[config.mk]
export PLATFORM = sky130hd
export DESIGN_NAME = mesi_isc_snoop_cntl
export DESIGN_NICKNAME = d
export VERILOG_FILES = /design/src/rtl/mesi_isc_snoop_cntl.sv
export SDC_FILE = /design/constraint.sdc
export NUM_CORES = 1
export LEC_CHECK = 0
export ABC_AREA = 1
export CORE_MARGIN = 2
export CORE_UTILIZATION = 41
export DETAILED_ROUTE_END_ITERATION = 16
export GPL_ROUTABILITY_DRIVEN = 1
export GPL_TIMING_DRIVEN = 0
export PLACE_DENSITY = 0.8
export SLEW_MARGIN = 5
export SYNTH_ARGS = -nofsm -noshare
export SYNTH_HDL_FRONTEND = slang
export SYNTH_SLANG_ARGS = --single-unit
[constraint.sdc]
create_clock -name clk -period 1.95 [get_ports clk]
set_input_delay 0.39 -clock clk [delete_from_list [all_inputs] [get_ports clk]]
set_output_delay 0.39 -clock clk [all_outputs]
set_load 0.1 [all_outputs]
[src/rtl/mesi_isc_snoop_cntl.sv]
// MESI ISC broadcast snoop controller: pops one broadcast entry, snoops the
// other three CPUs on the cbus, then enables the originator to complete.
//
// state     | meaning
// ST_IDLE   | waiting for a broadcast entry; pops and captures it
// ST_LOAD   | entry captured; validate type and build the pending snoop mask
// ST_SNOOP  | snoop commands driven to every CPU with a pending bit
// ST_ENABLE | EN_WR/EN_RD driven to the originator until it acks
module mesi_isc_snoop_cntl #(
    parameter int CBUS_CMD_WIDTH   = 3,
    parameter int ADDR_WIDTH       = 32,
    parameter int BROAD_TYPE_WIDTH = 2,
    parameter int BROAD_ID_WIDTH   = 7
) (
    input  logic                        clk,
    input  logic                        rst,
    input  logic                        fifo_status_empty_i,
    input  logic [ADDR_WIDTH-1:0]       broad_addr_i,
    input  logic [BROAD_TYPE_WIDTH-1:0] broad_type_i,
    input  logic [1:0]                  broad_cpu_id_i,
    input  logic [BROAD_ID_WIDTH-1:0]   broad_id_i,
    output logic                        fifo_rd_o,
    input  logic [3:0]                  cbus_ack_array_i,
    output logic [4*CBUS_CMD_WIDTH-1:0] cbus_cmd_array_o,
    output logic [ADDR_WIDTH-1:0]       cbus_addr_o,
    output logic [BROAD_ID_WIDTH-1:0]   cbus_id_o,
    output logic                        busy_o,
    output logic                        err_o
);

    localparam logic [CBUS_CMD_WIDTH-1:0] CMD_WR_SNOOP = CBUS_CMD_WIDTH'(1);
    localparam logic [CBUS_CMD_WIDTH-1:0] CMD_RD_SNOOP = CBUS_CMD_WIDTH'(2);
    localparam logic [CBUS_CMD_WIDTH-1:0] CMD_EN_WR    = CBUS_CMD_WIDTH'(3);
    localparam logic [CBUS_CMD_WIDTH-1:0] CMD_EN_RD    = CBUS_CMD_WIDTH'(4);

    localparam logic [BROAD_TYPE_WIDTH-1:0] TYPE_WR = BROAD_TYPE_WIDTH'(1);
    localparam logic [BROAD_TYPE_WIDTH-1:0] TYPE_RD = BROAD_TYPE_WIDTH'(2);

    typedef enum logic [1:0] {
        ST_IDLE   = 2'd0,
        ST_LOAD   = 2'd1,
        ST_SNOOP  = 2'd2,
        ST_ENABLE = 2'd3
    } state_t;

    state_t                        state, state_nxt;
    logic [3:0]                    mask_q, mask_d;
    logic [ADDR_WIDTH-1:0]         addr_q, addr_d;
    logic [BROAD_TYPE_WIDTH-1:0]   type_q, type_d;
    logic [1:0]                    cpu_q, cpu_d;
    logic [BROAD_ID_WIDTH-1:0]     id_q, id_d;
    logic                          pop;
    logic [CBUS_CMD_WIDTH-1:0]     snoop_cmd;
    logic [CBUS_CMD_WIDTH-1:0]     en_cmd;

    always_ff @(posedge clk or negedge rst) begin
        if (!rst) begin
            state  <= ST_IDLE;
            mask_q <= '0;
            addr_q <= '0;
            type_q <= '0;
            cpu_q  <= '0;
            id_q   <= '0;
        end else begin
            state  <= state_nxt;
            mask_q <= mask_d;
            addr_q <= addr_d;
            type_q <= type_d;
            cpu_q  <= cpu_d;
            id_q   <= id_d;
        end
    end

    always_comb begin
        state_nxt = state;
        mask_d    = mask_q;
        addr_d    = addr_q;
        type_d    = type_q;
        cpu_d     = cpu_q;
        id_d      = id_q;
        pop       = 1'b0;
        case (state)
            ST_IDLE: begin
                if (!fifo_status_empty_i) begin
                    pop       = 1'b1;
                    addr_d    = broad_addr_i;
                    type_d    = broad_type_i;
                    cpu_d     = broad_cpu_id_i;
                    id_d      = broad_id_i;
                    state_nxt = ST_LOAD;
                end
            end
            ST_LOAD: begin
                if (type_q == TYPE_WR || type_q == TYPE_RD) begin
                    mask_d    = ~(4'b0001 << cpu_q);
                    state_nxt = ST_SNOOP;
                end else begin
                    state_nxt = ST_IDLE;
                end
            end
            ST_SNOOP: begin
                // Only acks against a still-pending (non-NOP) field count.
                mask_d = mask_q & ~cbus_ack_array_i;
                if (mask_d == 4'b0000) begin
                    state_nxt = ST_ENABLE;
                end
            end
            ST_ENABLE: begin
                if (cbus_ack_array_i[cpu_q]) begin
                    state_nxt = ST_IDLE;
                end
            end
            default: state_nxt = ST_IDLE;
        endcase
    end

    // Reset gates the pop strobe so a non-empty FIFO cannot be popped while held.
    assign fifo_rd_o = pop & rst;

    assign snoop_cmd = (type_q == TYPE_WR) ? CMD_WR_SNOOP : CMD_RD_SNOOP;
    assign en_cmd    = (type_q == TYPE_WR) ? CMD_EN_WR : CMD_EN_RD;

    always_comb begin
        cbus_cmd_array_o = '0;
        for (int n = 0; n < 4; n++) begin
            if (state == ST_SNOOP && mask_q[n]) begin
                cbus_cmd_array_o[n*CBUS_CMD_WIDTH +: CBUS_CMD_WIDTH] = snoop_cmd;
            end else if (state == ST_ENABLE && cpu_q == 2'(n)) begin
                cbus_cmd_array_o[n*CBUS_CMD_WIDTH +: CBUS_CMD_WIDTH] = en_cmd;
            end
        end
    end

    assign cbus_addr_o = addr_q;
    assign cbus_id_o   = id_q;
    assign busy_o      = (state != ST_IDLE);
    assign err_o       = (state == ST_LOAD) && (type_q != TYPE_WR) && (type_q != TYPE_RD);

endmodule

==> impl_metrics.ini, run 1 <==
[sta]
finalCriticalPeriod_ps = 2038
fmax_mhz = 490.6
min_period_over_period = 1.045
finalClockSkew_ps = 6.056
finalSetupViolCount = 8
tightest_slew_ps = 1035
layout_setup_ws_ps = -88.32
slew_viol_final = 0
rsz0062_at_grt = yes
hold_violations = 0
slew_headroom = 0.3079

[clock_tree]
cts_sinks = 49
clk_path_buf_depth = 2
cts_tree = built
cts-root-buf = clkbuf_8
clk_latency_ps = 300
htreeDepth = 2
cts_buffers = 5
path_clk_slew_ps = 90

[drt]
drt_wl_total_um = 5775
dr_total_vias = 1891
drc_errors = 0
antenna_left = 0
drt-initial-drc-count = 81
post_drt_wl_per_cell_um = 14.69
firstDrtPassIters = 4
post_drt_via_cell_ratio = 4.812

[global_route]
grt_max_degree = 29
antenna_found_initial = 0
grt_pass1_wl_um = 9246
grt_pass1_vias = 1967
track_usage = 0.1939
grt.overflow.total = 0

[setup_path]
regToRegEndpoint = cbus_addr_o[6]
crit_type = reg -> out
cp.required_ps = 1560
cp_max_fo = 6
ff2ff_setup_slack_ps = 60
start_kind = register
cp-end-kind = output pin
r2r_cells = 8
cp.arrival_ps = 1650

[place]
io_buffers = 103
place_area_um2 = 3521
place_congestion = 0.8535
dpl.hpwl_um = 4007

[final_layout]
final_nets = 374
nFillCells = 354
postLayoutCellArea_um2 = 3899
drive_gt1_frac = 0.3808
area_growth_pct = 75.55
n_antenna_cell = 0

[floorplan]
die_x_um = 77.60
num_rows = 26
fp.coreArea_um2 = 5172
die_h_um = 77.60
pin_count = 104
fp.dieArea_um2 = 6022
start_util = 0.4294

[yosys]
netlist_instances = 192
yosys_warnings = 0
seq_area_frac_synth = 0.5521
yosys-top-cells-count = dfrtp_1 (49), mux2_2 (28), nand2_1 (25)
synth_area_per_cell_um2 = 11.57
synth_area_leader_cell = dfrtp_1
synth.most_common_cell = dfrtp_1
synth-seq-cells = 49
synth_edf_count = 0
syn_nets = 244
ys_top_cells_by_area = dfrtp_1 (55%), mux2_2 (14%), mux2_4 (7.4%)
async_reset_ff_frac = 1.000
synth_flop_cell = dfrtp_1
yosysTopAreaCellShare = 0.5521
netlist_area_um2 = 2221
ys_types = 21

[hold_path]
min_path_type = in -> async

[run_status]
failed_checks = negative setup slack
status = finished with violations

[run]
cap_violations = 0
## per-stage QoR
step / util / cells / TNS, ps / setup WS (ps) / hold slack [ps]
final: 0.7537 / 393 / -445.6 / -88.32 / 24.52
after global routing: 0.7537 / 393 / -1255 / -178.0 / 22.70
after CTS: 0.7225 / 385 / -583.0 / -186.8 / 19.26
after detailed placement: 0.6807 / 366 / -10750 / -1056 / 415.3
after global placement: 0.6778 / 365 / -60760 / -2514 / 485.9
after floorplan: - / 192 / -322.6 / -179.4 / 94.41
## state kept, by name, summed over array words and instances (netlist names), named ones only
name,cells
state,1
cbus_addr_o,32
type_q,2
mask_q,4
cpu_q,2
cbus_id_o,7
## worst max-delay path by stage
stage	start	end	slack (ps)
finish	type_q[1]	cbus_cmd_array_o[0]	-90
CTS	type_q[0]	cbus_cmd_array_o[10]	-190
floorplan	state[0]	fifo_rd_o	-180
global route	type_q[1]	cbus_cmd_array_o[6]	-180
detailed placement	fifo_status_empty_i	fifo_rd_o	-1060
global placement	rst	fifo_rd_o	-2510
## logic make-up after synthesis
family                     after synthesis  share of synthesized area
AOI/OAI and AO/OA                       21                    0.05296
and+or+nand+nor                         55                     0.1087
muxes                                   39                     0.2163
buffers and inverters                   26                    0.05858
DFF                                     49                     0.5521
adders and majority gates                2                    0.01127
## metal layers
metal / wire (um) / up-vias / track usage
li1: - / 896 / -
met1: 2314 / 919 / 0.2343
met2: 2989 / 71 / 0.3284
met3: 426 / 5 / 0.07093
met4: 44 / 0 / 0.04821
met5: 0 / - / 0
## cell usage in the layout (no fill, tap or decap), types with 3 or more instances in the layout
cell and instances:
a21oi_1 5, buf_12 14, buf_4 21, buf_6 5, clkbuf_8 5, clkdlybuf4s15_1 19
clkdlybuf4s50_1 48, dfrtp_1 47, dlygate4sd2_1 18, inv_1 14, inv_2 3, mux2_2 28
mux2_4 11, nand2_1 23, nand4_1 4, nor2_1 10, nor2_4 6, nor3_4 4
o211ai_1 3, o21ai_0 4, o21ai_4 6, or2_2 4
## final cells by class
cell class | instances | area, um2 | area share
plain buffers | 5 | 62.56 | 0.01605
multi-input cells | 117 | 1041 | 0.2670
clock buffers | 6 | 72.57 | 0.01861
well taps | 70 | 87.58 | 0.02246
repair buffers | 125 | 1316 | 0.3376
clock inverters | 2 | 10.01 | 0.002567
flip-flops and latches | 49 | 1229 | 0.3151
inverters | 19 | 80.08 | 0.02054
## critical path, stage by stage, from the launching register on
cell and delay, ps:
dfrtp_1 400, inv_2 80, ha_4 170, clkinvlp_4 240, o21ai_2 260, buf_12 200
## repair_timing
action	CTS	global route
pin swaps	6	9
buffers inserted	11	9
setup endpoints to repair	54	54
gates resized for setup	160	49
cloned	1	0
hold buffers	1	0
hold endpoints to repair	22	0
Power of run 1 is left out: the tool's default activity adds up to more than one toggle a clock period on the data nets, which glitch-free logic cannot reach.
==> run 2, diff against run 1 <==
--- a/config.mk
+++ b/config.mk
@@ -7,11 +7,11 @@
 export LEC_CHECK = 0
 export ABC_AREA = 1
 export CORE_MARGIN = 2
-export CORE_UTILIZATION = 41
+export CORE_UTILIZATION = 40
 export DETAILED_ROUTE_END_ITERATION = 16
 export GPL_ROUTABILITY_DRIVEN = 1
 export GPL_TIMING_DRIVEN = 0
-export PLACE_DENSITY = 0.8
+export PLACE_DENSITY = 0.78
 export SLEW_MARGIN = 5
 export SYNTH_ARGS = -nofsm -noshare
 export SYNTH_HDL_FRONTEND = slang
==> run 2 against run 1 <==
The run still ends with negative setup slack left. Register-to-register slack better by 80 ps. Critical path depth up 1. Global-route usage down 0.36 points. Sequential cell count unchanged. Worst setup slack worse by 45 ps. Core utilization down 3.3 points. Clock-buffer cell count unchanged. Via count down 1.7%. Maximum frequency down 2.1%. Clock skew up 2.8 ps. Die area up 2.4%.
==> impl_metrics.ini, run 2 (same netlist as run 1, synthesis figures left out) <==
[run_status]
status = finished with violations
failed_checks = negative setup slack

[clock_tree]
cts-root-buf = clkbuf_8
cts_tree = built
cts_buffers = 5
clk_latency_ps = 290
clk_path_buf_depth = 2
cts_sinks = 49
path_clk_slew_ps = 90
cts_hold_buffers = 0
htreeDepth = 2

[global_route]
grt_pass1_wl_um = 9266
grt_pass1_vias = 1981
grt_max_degree = 31
track_usage = 0.1904
antenna_found_initial = 0
grt.overflow.total = 0

[setup_path]
start_kind = register
cp.arrival_ps = 1690
r2r_cells = 7
cp_max_fo = 4
cp-end-kind = output pin
crit_type = reg -> out
cp.required_ps = 1560

[floorplan]
pin_count = 104
die_x_um = 78.52
num_rows = 27
die_h_um = 78.52
start_util = 0.4083
fp.dieArea_um2 = 6165
fp.coreArea_um2 = 5439

[sta]
fmax_mhz = 480.1
min_period_over_period = 1.068
finalSetupViolCount = 10
layout_setup_ws_ps = -133.1
hold_violations = 0
finalClockSkew_ps = 8.810
slew_viol_final = 0
slew_headroom = 0.3536
tightest_slew_ps = 973.3
rsz0062_at_grt = yes
finalCriticalPeriod_ps = 2083

[final_layout]
n_antenna_cell = 0
postLayoutCellArea_um2 = 3920
final_nets = 370
mostFrequentLayoutCell = clkdlybuf4s50_1
mostFrequentLayoutCells = clkdlybuf4s50_1 (48), dfrtp_1 (46), dlygate4sd2_1 (30)
area_growth_pct = 76.51
regArea_um2 = 1230
largest_register_ffs = 32
nFillCells = 398
multiInputGateArea_um2 = 1066
drive_gt1_frac = 0.3856

[drt]
drc_errors = 0
firstDrtPassIters = 4
drt_wl_total_um = 5718
drt-initial-drc-count = 64
antenna_left = 0
post_drt_wl_per_cell_um = 14.62
post_drt_via_cell_ratio = 4.754
dr_total_vias = 1859

[place]
place_area_um2 = 3523
io_buffers = 103
place_ws_ps = -1037
dpl.hpwl_um = 3857
place_congestion = 0.8915

[hold_path]
min_path_type = in -> async

[run]
cap_violations = 0
[run 2: cell count changes in the layout (fill, tap and decap cells not counted), moves of 2 or more]
| cell | previous run | this run |
|---|---|---|
| buf_4 | 21 | 14 |
| buf_12 | 14 | 16 |
| dlygate4sd2_1 | 18 | 30 |
| clkdlybuf4s15_1 | 19 | 9 |
| clkbuf_2 | 2 | 0 |
| nor2_1 | 10 | 8 |
| nor2_2 | 1 | 3 |
[run 2: routing by layer]
layer	track usage	vias to the layer above	routed length, um
met5	0	-	0
met4	0.04211	0	53
met3	0.05057	4	318
met2	0.3462	60	3062
met1	0.2241	905	2284
li1	-	890	-
[run 2: cell type report]
cell class,count,area share
buffer,5,0.01883
clock buffer,6,0.01851
clock inverter,2,0.002553
inverter,19,0.02043
multi-input combinational,117,0.2719
sequential,49,0.3138
tap,72,0.02298
timing repair buffer,121,0.3310
[run 2: path summary, 6_finish.rpt]
check	slack, ps	to	start
min in group clk	500	cbus_id_o[3]	cbus_id_o[3]
worst min-delay path	50	cbus_addr_o[15]	rst
worst max register to register	140	cbus_addr_o[25]	register
max in group asynchronous	1360	cpu_q[1]	rst
worst max-delay path	-130	cbus_cmd_array_o[4]	type_q[1]
worst min register to register	500	cbus_id_o[3]	cbus_id_o[3]
[run 2: repair_timing]
action | in CTS | in global routing
gates resized for setup | 162 | 41
gates cloned | 1 | 0
endpoints found under the setup margin | 54 | 45
pin swaps | 6 | 7
buffers inserted | 12 | 7
[run 2: through the flow]
stage / hold WS, ps / std cells / setup TNS, ps / util
final: 50.61 / 391 / -733.2 / 0.7207
after floorplan: 94.41 / 192 / -322.6 / -
after global routing: 85.10 / 391 / -1602 / 0.7207
after detailed placement: 380.7 / 368 / -10730 / 0.6478
after global placement: 486.1 / 367 / -64550 / 0.6450
after CTS: 56.24 / 387 / -479.5 / 0.6908
[run 2: critical path, cell delays in order (launching register included)]
cell	delay (ps)
dfrtp_1	400
inv_2	80
ha_4	170
clkbuf_16	140
nand4_1	250
o21ai_4	170
buf_12	190
Power of run 2 is left out for the same reason.
